`config.mk`:
```
export PLATFORM = sky130hd
export DESIGN_NAME = uart_alu_if
export DESIGN_NICKNAME = d
export VERILOG_FILES = /design/src/rtl/uart_alu_if.sv
export SDC_FILE = /design/constraint.sdc
export NUM_CORES = 1
export LEC_CHECK = 0
export ABC_AREA = 0
export CORE_MARGIN = 4
export CORE_UTILIZATION = 43
export CTS_CLUSTER_SIZE = 12
export DETAILED_ROUTE_END_ITERATION = 6
export HOLD_SLACK_MARGIN = 0.02
export PLACE_DENSITY = 0.89
export REMOVE_ABC_BUFFERS = 1
export SLEW_MARGIN = 20
export SYNTH_ARGS = -nofsm -noshare
export SYNTH_HDL_FRONTEND = slang
export SYNTH_SLANG_ARGS = --single-unit
```
`constraint.sdc`:
```
create_clock -name i_clk -period 1.9 [get_ports i_clk]
set_input_delay 0.285 -clock i_clk [delete_from_list [all_inputs] [get_ports i_clk]]
set_output_delay 0.285 -clock i_clk [all_outputs]
set_load 0.05 [all_outputs]
```
`src/rtl/uart_alu_if.sv`:
```
// Frame assembler between UART rx/tx and a combinational ALU: collects A, B and opcode bytes,
// then launches the ALU result into the transmitter. Optional inter-byte timeout: IF_TIMEOUT_EN.
module uart_alu_if #(
    parameter int unsigned NB_DATA        = 8,
    parameter int unsigned NB_OP          = 6,
    parameter int unsigned TIMEOUT_CYCLES = 50000000
) (
    input  logic               i_clk,
    input  logic               i_reset,
    input  logic               i_rx_done_tick,
    input  logic [NB_DATA-1:0] i_rx_data,
    input  logic               i_tx_done_tick,
    input  logic [NB_DATA-1:0] i_alu_result,
    output logic [NB_DATA-1:0] o_data_a,
    output logic [NB_DATA-1:0] o_data_b,
    output logic [NB_OP-1:0]   o_op,
    output logic               o_tx_start,
    output logic [NB_DATA-1:0] o_tx_data,
    output logic               o_busy,
    output logic               o_timeout
);

    if (TIMEOUT_CYCLES < 2) begin : g_bad_timeout
        $error("TIMEOUT_CYCLES must be at least 2");
    end

    typedef enum logic [2:0] {
        StA,
        StB,
        StOp,
        StExec,
        StSend,
        StWaitTx
    } state_e;

    state_e             state_q, state_d;
    logic [NB_DATA-1:0] data_a_q, data_a_d;
    logic [NB_DATA-1:0] data_b_q, data_b_d;
    logic [NB_OP-1:0]   op_q, op_d;
    logic [NB_DATA-1:0] tx_data_q, tx_data_d;
    logic               tx_start_q, tx_start_d;
    logic               busy_q, busy_d;

`ifdef IF_TIMEOUT_EN
    localparam int unsigned CntW = $clog2(TIMEOUT_CYCLES);
    localparam logic [CntW-1:0] CntMax = CntW'(TIMEOUT_CYCLES - 1);

    logic [CntW-1:0] cnt_q, cnt_d;
    logic            timeout_q, timeout_d;
`endif

    always_comb begin
        state_d    = state_q;
        data_a_d   = data_a_q;
        data_b_d   = data_b_q;
        op_d       = op_q;
        tx_data_d  = tx_data_q;
        tx_start_d = 1'b0;

        case (state_q)
            StA: begin
                if (i_rx_done_tick) begin
                    data_a_d = i_rx_data;
                    state_d  = StB;
                end
            end
            StB: begin
                if (i_rx_done_tick) begin
                    data_b_d = i_rx_data;
                    state_d  = StOp;
                end
            end
            StOp: begin
                if (i_rx_done_tick) begin
                    op_d    = i_rx_data[NB_OP-1:0];
                    state_d = StExec;
                end
            end
            // ALU inputs changed on the previous edge; give it a full cycle to settle.
            StExec: state_d = StSend;
            StSend: begin
                tx_data_d  = i_alu_result;
                tx_start_d = 1'b1;
                state_d    = StWaitTx;
            end
            StWaitTx: begin
                if (i_tx_done_tick) begin
                    state_d = StA;
                end
            end
            default: state_d = StA;
        endcase

`ifdef IF_TIMEOUT_EN
        timeout_d = 1'b0;
        cnt_d     = '0;
        // A tick on the expiry cycle wins: it is handled above and the counter simply clears.
        if ((state_q == StB || state_q == StOp) && !i_rx_done_tick) begin
            if (cnt_q == CntMax) begin
                state_d   = StA;
                timeout_d = 1'b1;
            end else begin
                cnt_d = cnt_q + 1'b1;
            end
        end
`endif

        busy_d = (state_d == StExec) || (state_d == StSend) || (state_d == StWaitTx);
    end

    always_ff @(posedge i_clk or negedge i_reset) begin
        if (!i_reset) begin
            state_q    <= StA;
            data_a_q   <= '0;
            data_b_q   <= '0;
            op_q       <= '0;
            tx_data_q  <= '0;
            tx_start_q <= 1'b0;
            busy_q     <= 1'b0;
        end else begin
            state_q    <= state_d;
            data_a_q   <= data_a_d;
            data_b_q   <= data_b_d;
            op_q       <= op_d;
            tx_data_q  <= tx_data_d;
            tx_start_q <= tx_start_d;
            busy_q     <= busy_d;
        end
    end

`ifdef IF_TIMEOUT_EN
    always_ff @(posedge i_clk or negedge i_reset) begin
        if (!i_reset) begin
            cnt_q     <= '0;
            timeout_q <= 1'b0;
        end else begin
            cnt_q     <= cnt_d;
            timeout_q <= timeout_d;
        end
    end

    assign o_timeout = timeout_q;
`else
    assign o_timeout = 1'b0;
`endif

    assign o_data_a   = data_a_q;
    assign o_data_b   = data_b_q;
    assign o_op       = op_q;
    assign o_tx_data  = tx_data_q;
    assign o_tx_start = tx_start_q;
    assign o_busy     = busy_q;

endmodule

```
======== After elaboration in Yosys (flattened, before gate mapping) ========
Index checks and enable logic that the tools add are counted.
storage, ports and cells
  logic and storage cells ................. 27
  input bits .............................. 20
  bits in registers ....................... 35
operators by class
  reductions and logical operators ........ 6
  equal/unequal tests ..................... 8
  mux-type cells .......................... 6
operator list
  operator            number
  $pmux 3 s6          1
  $eq 3x3->1 const B  4
  $mux 3              4
  $eq 3x2->1 const B  3
  $reduce_and 2->1    3
  $eq 3x1->1 const B  1
  $logic_not 3->1     1
  $logic_or 1x1->1    2
  $mux 1              1

======== Depth between registers and ports, before layout ========
Gate-level depths: netlist of run 1.
  depth after elaboration ................. 5
  depth in mapped cells ................... 4
  mapped depth without buffers ............ 2

======== Worst setup path after synthesis of run 1 ========
Ideal clock, no wire load.
  path type ............................... reg2reg
  start ................................... register state_q[2]
  end ..................................... register data_a_q[0], in the netlist o_data_a[0]
  stages on the path, launching flop included .. 4
  slack ................................... 0.456 ns
  data arrival time ....................... 1.319 ns
  path buffers ............................ 1
  setup time .............................. 0.125 ns
  required time ........................... 1.775 ns
  cell sequence ........................... dfrtp_1 buf_6 nor4b_4 mux2_2
between the ends
  cells in the longest elaborated chain, start to end .. 2
ends and longest elaborated chain
  what                        RTL line  text
  from (decl)                 36        state_e state_q, state_d;
  from (signal assigned)      113       state_q <= StA;
  from (signal assigned)      121       state_q <= state_d;
  $logic_not 3->1             60        case (state_q)
  $reduce_and 2->1 (no line)  n/a
  to (signal assigned)        122       data_a_q <= data_a_d;
  to (decl)                   37        logic [NB_DATA-1:0] data_a_q, data_a_d;
No other way between the ends.
A chain may end at the register's enable or synchronous reset.

======== Worst setup path in the final report of run 1 ========
  start ................................... register op_q[0], in the netlist o_op[0]
  end ..................................... output port o_op[0]
RTL lines
  what                    RTL line  text
  from (decl)             39        logic [NB_OP-1:0] op_q, op_d;
  from (signal assigned)  124       op_q <= op_d;
  to (decl)               16        output logic [NB_OP-1:0] o_op,
No word-level cell between the ends.

==> flow_summary_export.csv, run 1 <==
group,metric,value,unit
cells_and_area,nNetsFinal,164,
timing,slew_headroom,0.639,
global_routing,grt_max_degree,36,
routing,avgRoutedWirePerCell,16.1,um
logic_synthesis,synth.top_cell.area_share,0.627,
timing,fin_crit_sh,0.952,
cts,cts_buffers,5,
outcome,status,"completed",
timing,rsz0062_at_grt,"no",
worst_hold_path,hold_class,"input port to async pin",
worst_setup_path,reg2reg_slack,0.40,ns
global_routing,grt_pass1_wl,5.21,mm
timing,clock-skew-final,0.0145,ns
global_routing,grt-ovfl-total,0,
worst_setup_path,r2r_end,"o_data_b[7]",
worst_setup_path,start_kind,"register",
logic_synthesis,syn_area,1400,um^2
cts,htree_num_levels,2,
worst_setup_path,path_max_fanout,2,
floorplanning,coreArea,3080,um^2
worst_setup_path,end_kind,"output port",
logic_synthesis,syn_area_per_cell,15.7,um^2
timing,totalNegativeSetupSlack,0,ns
worst_setup_path,reg2reg_from,"state_q[2]",
cts,clk_latency,0.33,ns
worst_setup_path,cp_cell_sequence,"clkdlybuf4s50_1",
timing,hold_violations,0,
cts,clk_path_buf_depth,2,
worst_setup_path,path_class,"register to output port",
worst_setup_path,cp_top_family,"buffers and inverters",
routing,routed_via_density,4.88,
cells_and_area,final_layout_size_suffix_gt1_frac,0.313,
routing,wirelength,3.03,mm
global_routing,grt_use_met2,0.300,
global_routing,grt_pass1_vias,1068,
logic_synthesis,yosysTopAreaCell,"dfrtp_1",
timing,tightest_slew,0.539,ns
logic_synthesis,netlist_instances,89,
global_routing,grtUsageMet1,0.181,
cts,cts_root_buf,"clkbuf_4",
cts,clock_sinks,35,
timing,fmax,553,MHz
routing,drt_pass1_iterations,2,
routing,ant_nets,0,
placement,place_congestion,0.691,
cts,clk_pin_slew_worst_paths,0.11,ns
cts,cts_setup_buffers,0,
floorplanning,dieArea,4230,um^2
global_routing,antenna_found_initial,0,
job,cap_violations,0,
worst_setup_path,arrival,1.52,ns
floorplanning,start_util,0.454,
worst_setup_path,r2r_cells,2,
routing,dr.first_iter.drc_count,30,
routing,drc,0,
timing,period_needed,1.81,ns
placement,hpwl,2.29,mm
logic_synthesis,yosysWarnings,0,
floorplanning,io_pins,53,
global_routing,track_usage,0.169,
timing,slew_viol_final,0,
logic_synthesis,synth-seq-area-share,0.627,
cells_and_area,n_antenna_cell,0,
worst_setup_path,crit_buf_inv,1,
worst_setup_path,cp.required,1.62,ns
placement,numPortBuffers,51,
worst_setup_path,cpMaxStageDelayCell,"clkdlybuf4s50_1",
floorplanning,die_w,65.0,um
logic_synthesis,synth_cell_type_count,21,
routing,vias,918,
timing,hold_ws,0.350,ns
floorplanning,fp-row-count,20,
cells_and_area,area_delta_synth_final,43.2,%
worst_setup_path,max_stage_delay,0.83,ns
global_routing,grt_use_met3,0.0607,
floorplanning,die_y,65.0,um
global_routing,grt-busiest-layer,"met2",
cts,cts_tree,"done",
cts,hold_buffers,0,
timing,setup_violations,0,
logic_synthesis,ys_ff_latch,35,
logic_synthesis,synth_area_leaders,"dfrtp_1, mux2_2, nor4b_4, buf_2, buf_4",
## repair_timing
item / 4_1_cts / 5_1_grt
hold endpoints to repair: 0 / 0
resized for setup: 0 / 1
setup endpoints to repair: 0 / 1
## per-stage QoR
step | instance area [um^2] | worst slack, ns | utilization | cells
finish | 2000 | 0.0920 | 0.650 | 188
global route | 2000 | 0.0131 | 0.650 | 188
CTS | 2000 | 0.0429 | 0.649 | 188
detailed placement | 1950 | 0.0726 | 0.633 | 181
global placement | 1950 | 0.115 | 0.633 | 181
floorplan | 1350 | 0.152 | - | 82
## state kept, by name, indices dropped and copies added, names as in the netlist
| register | cells |
|---|---|
| o_data_a | 8 |
| o_data_b | 8 |
| o_tx_data | 8 |
| o_op | 6 |
| state_q | 3 |
| o_busy | 1 |
| o_tx_start | 1 |
## synthesized netlist by cell type
cell type  count
a21oi_1        1
and2_1         1
and4bb_2       1
buf_2          4
buf_4          2
buf_6          1
conb_1         1
dfrtp_1       35
mux2_2        30
nand2_1        1
nand2b_1       1
nand3b_1       1
nor3b_1        1
nor4b_4        1
nor4bb_1       1
o211ai_1       1
o21ai_0        1
o22ai_1        2
or2b_1         1
or3b_2         1
or4b_2         1
## kinds of logic (layout without fill, tap and decap cells)
group,after synthesis,count (layout),share of synthesized area
DFF,35,35,0.627
muxes,30,30,0.242
and+or+nand+nor,11,11,0.0743
buffers and inverters,7,62,0.0331
AOI/OAI and AO/OA,5,5,0.0215
other,1,1,0.00268
## final cells by class
cell class | instances | area [um^2]
Clock buffer | 5 | 37.5
Clock inverter | 2 | 13.8
Fill cell | 247 | 1080
Multi-Input combinational cell | 47 | 475
Sequential cell | 35 | 876
Tap cell | 44 | 55.1
Timing Repair Buffer | 55 | 543
## metal layers
| layer | vias up | routed length (um) |
|---|---|---|
| met5 | - | 0 |
| met4 | 0 | 36 |
| met3 | 2 | 157 |
| met2 | 26 | 1720 |
| met1 | 471 | 1120 |
| li1 | 419 | - |
## placed cells by master (no fill, tap or decap), types with 2 or more instances in the layout
master / instances
clkdlybuf4s50_1: 50
o22ai_1: 2
buf_4: 4
mux2_2: 30
clkbuf_4: 5
dfrtp_1: 35
## how the worst max path moves through the flow
| stage | cells after the start | to | slack, ns | from |
|---|---|---|---|---|
| after floorplan | 2 | o_tx_data[0] | 0.15 | state_q[2] |
| after global placement | 4 | o_op[2] | 0.12 | i_rx_done_tick |
| after detailed placement | 4 | o_op[4] | 0.07 | i_rx_done_tick |
| after CTS | 1 | o_data_a[1] | 0.04 | o_data_a[1] |
| after global routing | 1 | o_tx_data[4] | 0.01 | o_tx_data[4] |
| final | 1 | o_op[0] | 0.09 | o_op[0] |
Power of run 1 is left out: the tool's default activity adds up to more than one toggle a clock period on the data nets, which glitch-free logic cannot reach.
==> inputs of run 2 (changes only) <==
Settings changed: REMOVE_ABC_BUFFERS 1 to default.
==> flow_summary_export.csv, run 2 (synthesis results as in run 1) <==
group,metric,value,unit
global_routing,grt_max_degree,36,
cts,clk_latency,0.33,ns
cts,htree_num_levels,2,
placement,place_congestion,0.722,
cts,cts_buffers,5,
global_routing,grt-ovfl-total,0,
routing,routed_via_density,4.98,
timing,slew_viol_final,0,
floorplanning,start_util,0.454,
global_routing,antenna_found_initial,0,
floorplanning,die_w,65.0,um
worst_setup_path,cp_cell_sequence,"clkdlybuf4s50_1",
routing,drc,0,
timing,clock-skew-final,0.00814,ns
timing,rsz0062_at_grt,"no",
cells_and_area,layout_commonest_cell,"clkdlybuf4s50_1",
routing,drt_pass1_iterations,2,
cts,hold_buffers,0,
timing,slew_headroom,0.645,
timing,hold_violations,0,
timing,setup_violations,0,
floorplanning,io_pins,53,
cells_and_area,final_cell_mix,"clkdlybuf4s50_1, dfrtp_1, mux2_2, clkbuf_4, buf_4",
cts,clk_path_buf_depth,2,
worst_setup_path,max_stage_delay,0.81,ns
placement,hpwl,2.26,mm
worst_setup_path,start_kind,"register",
routing,wirelength,2.96,mm
worst_setup_path,crit_buf_inv,1,
timing,period_needed,1.80,ns
global_routing,grt_pass1_vias,1027,
worst_setup_path,path_max_fanout,2,
cts,cts_root_buf,"clkbuf_4",
cts,post_cts_resized,0,
floorplanning,coreArea,3080,um^2
timing,tightest_slew,0.531,ns
worst_setup_path,path_class,"register to output port",
cts,clock_sinks,35,
cts,cts_tree,"done",
cells_and_area,area_delta_synth_final,43.9,%
cells_and_area,nNetsFinal,165,
placement,numPortBuffers,51,
worst_setup_path,startpoint,"o_op[1]",
worst_hold_path,hold_class,"input port to async pin",
timing,totalNegativeSetupSlack,0,ns
floorplanning,fp-row-count,20,
logic_synthesis,syn_nets,109,
timing,fin_crit_sh,0.949,
routing,dr.first_iter.drc_count,29,
worst_setup_path,cp.required,1.62,ns
cells_and_area,final_layout_size_suffix_gt1_frac,0.317,
worst_setup_path,cp_top_family,"buffers and inverters",
global_routing,track_usage,0.167,
worst_setup_path,reg2reg_from,"state_q[2]",
cts,cts_setup_buffers,0,
routing,avgRoutedWirePerCell,15.7,um
routing,vias,942,
worst_setup_path,arrival,1.52,ns
cells_and_area,n_antenna_cell,0,
global_routing,grt_pass1_wl,5.16,mm
floorplanning,dieArea,4230,um^2
job,cap_violations,0,
timing,fmax,554,MHz
worst_setup_path,end_kind,"output port",
routing,ant_nets,0,
outcome,status,"completed",
worst_setup_path,cpMaxStageDelayCell,"clkdlybuf4s50_1",
cts,clk_pin_slew_worst_paths,0.10,ns
floorplanning,die_y,65.0,um
-- run 2: per-stage QoR --
step / instances / cell area [um^2] / hold slack, ns / utilization / worst slack [ns]
after floorplan: 89 / 1400 / -0.0106 / - / 0.456
after global placement: 182 / 1950 / 0.490 / 0.635 / 0.113
after detailed placement: 182 / 1950 / 0.499 / 0.635 / 0.0870
after CTS: 189 / 2010 / 0.339 / 0.653 / 0.0538
after global routing: 189 / 2010 / 0.368 / 0.653 / 0.0129
final: 189 / 2010 / 0.350 / 0.653 / 0.0963
-- run 2: worst paths after layout --
| kind | endpoint | slack, ns | depth (start not counted) |
|---|---|---|---|
| hold / removal | o_data_a[2] | 0.35 | 2 |
| min in group i_clk | o_tx_data[4] | 0.51 | 1 |
| hold reg to reg | o_tx_data[4] | 0.51 | 1 |
| setup / recovery | o_op[1] | 0.1 | 1 |
| max in group asynchronous | o_tx_data[4] | 1.24 | 2 |
| setup reg to reg | o_data_a[3] | 0.39 | 3 |
-- run 2: cell type report --
class / instances / area, um^2
Sequential cell: 35 / 876
Clock inverter: 1 / 5.00
Clock buffer: 6 / 51.3
Fill cell: 235 / 1070
Tap cell: 44 / 55.1
Multi-Input combinational cell: 47 / 475
Timing Repair Buffer: 56 / 548
-- run 2: routing by layer --
| metal | track usage | vias to the layer above | part of all wire |
|---|---|---|---|
| li1 | - | 425 | - |
| met1 | 0.191 | 469 | 0.39 |
| met2 | 0.259 | 41 | 0.49 |
| met3 | 0.0953 | 7 | 0.10 |
| met4 | 0.0622 | 0 | 0.016 |
| met5 | 0 | - | 0 |
Power of run 2 is left out for the same reason.
